File: config.mk
export PLATFORM = sky130hd
export DESIGN_NAME = bit_serializer_flat
export DESIGN_NICKNAME = d
export VERILOG_FILES = /design/src/rtl/bit_serializer_if.sv /design/src/rtl/bit_serializer.sv /design/src/flat_wrapper.sv
export SDC_FILE = /design/constraint.sdc
export NUM_CORES = 1
export LEC_CHECK = 0
export BUFFER_PORTS_ARGS = -buffer_cell sky130_fd_sc_hd__buf_2
export CORE_AREA = 4 4 44 46
export CTS_CLUSTER_DIAMETER = 120
export DETAILED_ROUTE_END_ITERATION = 10
export DIE_AREA = 0 0 48 50
export GPL_ROUTABILITY_DRIVEN = 1
export PLACE_DENSITY_LB_ADDON = 0.3
export SKIP_LAST_GASP = 1
export SLEW_MARGIN = 20
export SYNTH_ARGS = -nofsm -noshare
export SYNTH_HDL_FRONTEND = slang
export SYNTH_SLANG_ARGS = --single-unit
File: constraint.sdc
create_clock -name clk -period 3.5 [get_ports clk]
set_clock_uncertainty 0.15 [all_clocks]
set_input_delay 0.35 -clock clk [delete_from_list [all_inputs] [get_ports clk]]
set_output_delay 0.35 -clock clk [all_outputs]
set_load 0.1 [all_outputs]
File: src/rtl/bit_serializer_if.sv
// Word intake and serial output bundle for bit_serializer.
// The master side supplies parallel words; the slave side is the serializer.
interface bit_serializer_if #(
  parameter int WIDTH = 8
);
  logic [WIDTH-1:0] data_in;
  logic             data_valid;
  logic             data_ready;
  logic             ser_out;
  logic             ser_valid;
  logic             frame_start;
  logic             busy;

  modport master (
    output data_in,
    output data_valid,
    input  data_ready,
    input  ser_out,
    input  ser_valid,
    input  frame_start,
    input  busy
  );

  modport slave (
    input  data_in,
    input  data_valid,
    output data_ready,
    output ser_out,
    output ser_valid,
    output frame_start,
    output busy
  );
endinterface

File: src/rtl/bit_serializer.sv
// Parallel-to-serial converter: one WIDTH-bit word per frame, one bit per cycle.
// Define BIT_SERIALIZER_PREFETCH_EN to add a one-word holding buffer for gapless streams.
module bit_serializer #(
  parameter int WIDTH      = 8,
  parameter bit MSB_FIRST  = 1'b1,
  parameter bit IDLE_LEVEL = 1'b0
) (
  input logic             clk,
  input logic             reset,
  bit_serializer_if.slave bus
);

  typedef enum logic {IDLE, SHIFT} state_t;

  localparam logic [4:0] LAST = 5'(WIDTH - 1);

  state_t           state_q, state_d;
  logic [4:0]       cnt_q, cnt_d;
  logic [WIDTH-1:0] shreg_q, shreg_d;
  logic             ser_out_q, ser_out_d;
  logic             ser_valid_q, ser_valid_d;
  logic             frame_start_q, frame_start_d;
  logic             busy_q, busy_d;
  logic             data_ready;
  logic             accept;
  logic             load;
  logic [WIDTH-1:0] load_word;

`ifdef BIT_SERIALIZER_PREFETCH_EN
  logic [WIDTH-1:0] hold_q, hold_d;
  logic             hold_full_q, hold_full_d;

  assign data_ready = reset && !hold_full_q;
`else
  assign data_ready = reset && (state_q == IDLE);
`endif

  assign accept = bus.data_valid && data_ready;

  // Bit idx of a frame (0 = first sent), honouring the configured bit order.
  function automatic logic bit_at(input logic [WIDTH-1:0] w, input logic [4:0] idx);
    logic [31:0] ext;
    logic [4:0]  pos;
    ext = 32'(w);
    pos = MSB_FIRST ? (LAST - idx) : idx;
    return ext[pos];
  endfunction

  always_comb begin
    state_d       = state_q;
    cnt_d         = cnt_q;
    shreg_d       = shreg_q;
    ser_out_d     = IDLE_LEVEL;
    ser_valid_d   = 1'b0;
    frame_start_d = 1'b0;
    load          = 1'b0;
    load_word     = bus.data_in;
`ifdef BIT_SERIALIZER_PREFETCH_EN
    hold_d        = hold_q;
    hold_full_d   = hold_full_q;
`endif

    case (state_q)
      IDLE: begin
        if (accept) load = 1'b1;
      end
      SHIFT: begin
        if (cnt_q == LAST) begin
`ifdef BIT_SERIALIZER_PREFETCH_EN
          // A buffered word takes priority; an empty buffer lets a word
          // arriving on this edge bypass straight into the shift register.
          if (hold_full_q) begin
            load        = 1'b1;
            load_word   = hold_q;
            hold_full_d = 1'b0;
          end else if (accept) begin
            load = 1'b1;
          end
`endif
          if (!load) begin
            state_d = IDLE;
            cnt_d   = '0;
          end
        end else begin
          cnt_d       = cnt_q + 5'd1;
          ser_out_d   = bit_at(shreg_q, cnt_q + 5'd1);
          ser_valid_d = 1'b1;
`ifdef BIT_SERIALIZER_PREFETCH_EN
          if (accept) begin
            hold_d      = bus.data_in;
            hold_full_d = 1'b1;
          end
`endif
        end
      end
      default: state_d = IDLE;
    endcase

    if (load) begin
      state_d       = SHIFT;
      cnt_d         = '0;
      shreg_d       = load_word;
      ser_out_d     = bit_at(load_word, 5'd0);
      ser_valid_d   = 1'b1;
      frame_start_d = 1'b1;
    end

`ifdef BIT_SERIALIZER_PREFETCH_EN
    busy_d = (state_d == SHIFT) || hold_full_d;
`else
    busy_d = (state_d == SHIFT);
`endif
  end

  // NOTE: sequential state uses non-blocking assignments so every register
  // samples the pre-edge values computed by the combinational block.
  always_ff @(posedge clk or negedge reset) begin
    if (!reset) begin
      state_q       <= IDLE;
      cnt_q         <= '0;
      shreg_q       <= '0;
      ser_out_q     <= IDLE_LEVEL;
      ser_valid_q   <= 1'b0;
      frame_start_q <= 1'b0;
      busy_q        <= 1'b0;
    end else begin
      state_q       <= state_d;
      cnt_q         <= cnt_d;
      shreg_q       <= shreg_d;
      ser_out_q     <= ser_out_d;
      ser_valid_q   <= ser_valid_d;
      frame_start_q <= frame_start_d;
      busy_q        <= busy_d;
    end
  end

`ifdef BIT_SERIALIZER_PREFETCH_EN
  always_ff @(posedge clk or negedge reset) begin
    if (!reset) hold_full_q <= 1'b0;
    else        hold_full_q <= hold_full_d;
  end

  // NOTE: only the full flag is reset; the buffered data is ignored while
  // the flag is clear, so it needs no reset.
  always_ff @(posedge clk) begin
    hold_q <= hold_d;
  end
`endif

  assign bus.data_ready  = data_ready;
  assign bus.ser_out     = ser_out_q;
  assign bus.ser_valid   = ser_valid_q;
  assign bus.frame_start = frame_start_q;
  assign bus.busy        = busy_q;

endmodule

File: src/flat_wrapper.sv
// flat-port wrapper written by rule: the top's interface ports become plain ports
module bit_serializer_flat 
#(
  parameter int WIDTH      = 8,
  parameter bit MSB_FIRST  = 1'b1,
  parameter bit IDLE_LEVEL = 1'b0
)
  (clk, reset, bus_data_in, bus_data_valid, bus_data_ready, bus_ser_out, bus_ser_valid, bus_frame_start, bus_busy);
  bit_serializer_if #(.WIDTH(WIDTH)) bus_i ();
  input logic clk;
  input logic reset;
  input wire logic [$bits(bus_i.data_in)-1:0] bus_data_in;
  input wire logic [$bits(bus_i.data_valid)-1:0] bus_data_valid;
  output wire logic [$bits(bus_i.data_ready)-1:0] bus_data_ready;
  output wire logic [$bits(bus_i.ser_out)-1:0] bus_ser_out;
  output wire logic [$bits(bus_i.ser_valid)-1:0] bus_ser_valid;
  output wire logic [$bits(bus_i.frame_start)-1:0] bus_frame_start;
  output wire logic [$bits(bus_i.busy)-1:0] bus_busy;
  assign bus_i.data_in = bus_data_in;
  assign bus_i.data_valid = bus_data_valid;
  assign bus_data_ready = bus_i.data_ready;
  assign bus_ser_out = bus_i.ser_out;
  assign bus_ser_valid = bus_i.ser_valid;
  assign bus_frame_start = bus_i.frame_start;
  assign bus_busy = bus_i.busy;
  bit_serializer #(.WIDTH(WIDTH), .MSB_FIRST(MSB_FIRST), .IDLE_LEVEL(IDLE_LEVEL)) u_core (.clk(clk), .reset(reset), .bus(bus_i));
endmodule
### Word level (Yosys, flattened, before mapping)

Index checks and enable logic that the tools add are counted.

| word-level totals | value |
|---|---|
| bits in registers | 16 |
| input bits | 11 |
| output and inout bits | 5 |
| word-level logic and storage cells | 27 |

| cells by class | value |
|---|---|
| $add $sub $neg | 2 |
| order comparisons | 1 |
| equal/unequal tests | 1 |
| muxes and demuxes | 14 |
| bitwise logic cells | 1 |
| reduce and logical (&&, ||, !) cells | 3 |

Operators with widths:

| kind | count |
|---|---|
| 2-to-1 mux 5 bit | 3 |
| 2-to-1 mux 1 bit | 10 |
| less-than comparator 5 x 6 -> 1 bit (second input constant) | 1 |
| adder 5 x 1 -> 5 bit (second input constant) | 1 |
| binary-select mux 1 bit (select 5 bit) | 1 |
| equality test 5 x 3 -> 1 bit (second input constant) | 1 |
| subtractor 3 x 5 -> 5 bit (first input constant) | 1 |
| logical AND 1 bit | 2 |
| nonzero test 2 bit | 1 |
| inverter 1 bit | 1 |

### Logic depth before layout (Yosys ltp)

| logic depth | value |
|---|---|
| word-level depth | 7 |
| mapped depth | 6 |
| depth with buffers taken out | 5 |

### Worst setup path before layout

No wires, ideal clock.

| path | value |
|---|---|
| path type | register -> register |
| start point | reg u_core.bus.ser_valid (netlist name) |
| end point | reg u_core.cnt_q[2] |
| library setup time | 0.122 ns |
| arrival | 3.065 ns |
| data required time | 3.228 ns |
| setup slack | 0.164 ns |
| cell stages (with the launch flop) | 7 |
| buffers on the path | 2 |
| period minus slack after synthesis | 3.336 ns |
| path through | dfrtp_1 > buf_4 > nor2b_1 > nand2_1 > buf_2 > nand2_1 > o21ai_1 |

RTL lines:

| item | RTL line | text |
|---|---|---|
| end signal, assigned | bit_serializer.sv:128 | `cnt_q <= cnt_d;` |
| end, declared | bit_serializer.sv:18 | `logic [4:0] cnt_q, cnt_d;` |

### Worst setup path in the final report

| path | value |
|---|---|
| start point | in reset |
| end point | out bus_data_ready |

| on the way | value |
|---|---|
| cells in the longest elaborated chain, start to end | 1 |

RTL lines:

| item | RTL line | text |
|---|---|---|
| start, declared | flat_wrapper.sv:11 | `input logic reset;` |
| logical AND 1 bit | bit_serializer.sv:35 | `assign data_ready = reset && (state_q == IDLE);` |
| end, declared | flat_wrapper.sv:14 | `output wire logic [$bits(bus_i.data_ready)-1:0] bus_data_ready;` |

Every way passes these cells.

==> run summary <==
Non-Filler Instances -> 117
post-route clock period utilization -> 67.7%
CP Launch Type -> primary input
IO Port Bufs -> 15
antenna viol nets, final -> 0
fill cell count -> 131
Post-Syn Area -> 822 um^2
max frequency -> 422 MHz
Total Neg Setup Slack -> 0 ns
asr flop ratio synth -> 100%
Max-slew headroom -> 67.8%
DR DRC count -> 0
Final HPWL DP -> 1160 um
clock root cell -> clkbuf_4
Core Area -> 0.00151 mm^2
post-DR wirelength/cell -> 13.2 um
footprint of the multi-input gates -> 370 um^2
clk sink count -> 16
TritonCTS clock tree -> yes
crit path from -> reset
initial core utilization -> 54.6%
Post-CTS Resized -> 0
max-cap viol count -> 0
gr ovfl total -> 0
final worst slack -> 1.13 ns
num rows -> 14
pre-CTS setup slack -> 1.58 ns
register area -> 400 um^2
sequential area share after synthesis -> 48.7%
VDD IR-drop max -> 0.000678 V
Tmin final -> 2.37 ns
# placed instances -> 112
Vert. Die Dim -> 50 um
Synth Net Count -> 99
Final Max Tran Viols -> 0
worst hold start -> bus_data_in[6]
vias per std cell -> 5.31
die width -> 48 um
CP required -> 3.00 ns
detailed-route via count -> 621
pin count of the biggest net entering global routing -> 19
Hold Violations, Final -> 0
Synth warnings -> 0
Setup violations, final -> 0
Mapped Cells -> 87
share of layout cells above drive strength 1 -> 22.8%
Avg Synthesized Cell Area -> 9.45 um^2
drt first-iter violations -> 5
WL final -> 1550 um
vias in the first global route -> 592
outcome -> completed
hold crit path type -> primary input to flop
first-pass GRT wire length -> 2640 um
Worst Setup End Kind -> output pin
Yosys cell types -> 28
Clock Latency Late Sink -> 0.29 ns
placer congestion estimate -> 0.755
P&R area growth vs syn -> 11.9%
clk slew on worst S/H paths -> 0.09 ns
die area -> 0.00240 mm^2
Pwr Total -> 0.972 mW
Slew @ Worst Pin -> 0.486 ns
RR Startpoint -> u_core.cnt_q[0]
P_leak -> 0.465 nW
number of synthesized flops with an enable pin -> 0
TritonCTS Buffers -> 3
I/O pin total -> 16
critical path class -> primary input to output pin
H-tree Lvls -> 1
ant diodes -> 0
Synth Flop Type -> dfrtp_1
fin nets -> 114
gr usage total -> 15.5%
Worst Path Arrival -> 1.87 ns
PwrDens -> 1060 mW/mm^2
drt first pass iters -> 4
CP max FO -> 18
Bufs on Longest Clock Path -> 2
initial antenna violation count -> 0
flops & latches, synth -> 16
RSZ-0062 raised after global routing -> false
==> cells in the mapped netlist, types with 2 or more instances <==
library cell  instances  area (um^2)
o31ai_1               2         15.0
nor2b_1               2         12.5
nor2_1                3         11.3
nand3_1               2         10.0
o21ai_0               2         10.0
nand2b_1              2         12.5
mux2i_1               3         30.0
buf_2                 2         10.0
buf_4                 3         22.5
a21oi_1               3         15.0
dfrtp_1              16          400
nand2_1              31          116
==> what timing repair did <==
item	in CTS	in global routing
setup buffers	0	0
endpoints found under the hold margin	16	0
hold buffers	1	0
==> metal layers <==
| metal | wire length (um) | up-vias | part of all wire [%] | track usage [%] |
|---|---|---|---|---|
| li1 | - | 320 | - | - |
| met1 | 701 | 278 | 45 | 20.0 |
| met2 | 752 | 19 | 49 | 23.3 |
| met3 | 64 | 4 | 4.1 | 2.18 |
| met4 | 32 | 0 | 2.1 | 9.42 |
| met5 | 0 | - | 0 | 0 |
==> cells by family after synthesis <==
| kind of cell | count (synthesis) | synth area share, % |
|---|---|---|
| muxes | 4 | 6.39 |
| xor gates and xnor gates | 1 | 1.07 |
| and+or+nand+nor | 41 | 20.7 |
| buffers and inverters | 8 | 6.24 |
| DFF | 16 | 48.7 |
| AOI/OAI and AO/OA | 16 | 15.4 |
| adders and majority gates | 1 | 1.52 |
==> per-stage QoR <==
| step | cell area [um^2] | utilization (%) | hold slack [ns] |
|---|---|---|---|
| after floorplan | 822 | - | -0.0956 |
| after global placement | 873 | 58.0 | 0.133 |
| after detailed placement | 873 | 58.0 | 0.138 |
| after CTS | 920 | 61.0 | 0.0881 |
| after global routing | 920 | 61.0 | 0.0913 |
| final | 920 | 61.0 | 0.0955 |
==> layout by cell type (no fill, tap or decap) <==
master / n
nand2_1: 31
dfrtp_1: 16
buf_2: 15
mux2i_1: 3
nor2_1: 3
a21oi_1: 3
clkbuf_4: 3
nor2b_1: 2
o31ai_1: 2
nand3_1: 2
nand2b_1: 2
o21ai_0: 2
inv_2: 1
a221oi_2: 1
inv_1: 1
and2b_1: 1
a311o_1: 1
o31a_1: 1
o211ai_1: 1
mux4_2: 1
o31ai_2: 1
o2bb2ai_1: 1
a21bo_1: 1
o21ai_1: 1
xnor2_1: 1
a22o_1: 1
ha_1: 1
clkbuf_8: 1
dlygate4sd3_1: 1
==> cell type report <==
type                    instances  share of cell area [%]
inverters                       2                   0.816
repair buffers                 16                    9.25
multi-input cells              63                    40.3
flip-flops and latches         16                    43.5
clock buffers                   4                    3.95
well taps                      16                    2.18
==> final timing paths <==
kind	end	slack [ns]	cells after the start
worst min-delay path	u_core.shreg_q[6]	0.1	3
max in group asynchronous	u_core.bus.ser_valid	2.57	2
worst max-delay path	bus_data_ready	1.13	4
worst min register to register	u_core.shreg_q[0]	0.33	2
min in group asynchronous	u_core.shreg_q[7]	0.36	2
worst max register to register	u_core.bus.ser_out	1.57	5
==> sequential cells by signal, indices dropped and copies added (netlist names) <==
name and cells:
u_core.bus.frame_start 1, u_core.bus.ser_out 1, u_core.bus.ser_valid 1, u_core.cnt_q 5, u_core.shreg_q 8
==> worst max-delay path, stage by stage <==
cell and delay, ns:
dlygate4sd3_1 0.52, buf_2 0.34, nor2b_1 0.21, buf_2 0.44
==> report_power, final <==
group	switching [mW]	internal, mW
combinational	0.305	0.187
sequential	0.0921	0.267
clock	0.0570	0.0633
total	0.454	0.517
Power figures use the tool's default switching activity.
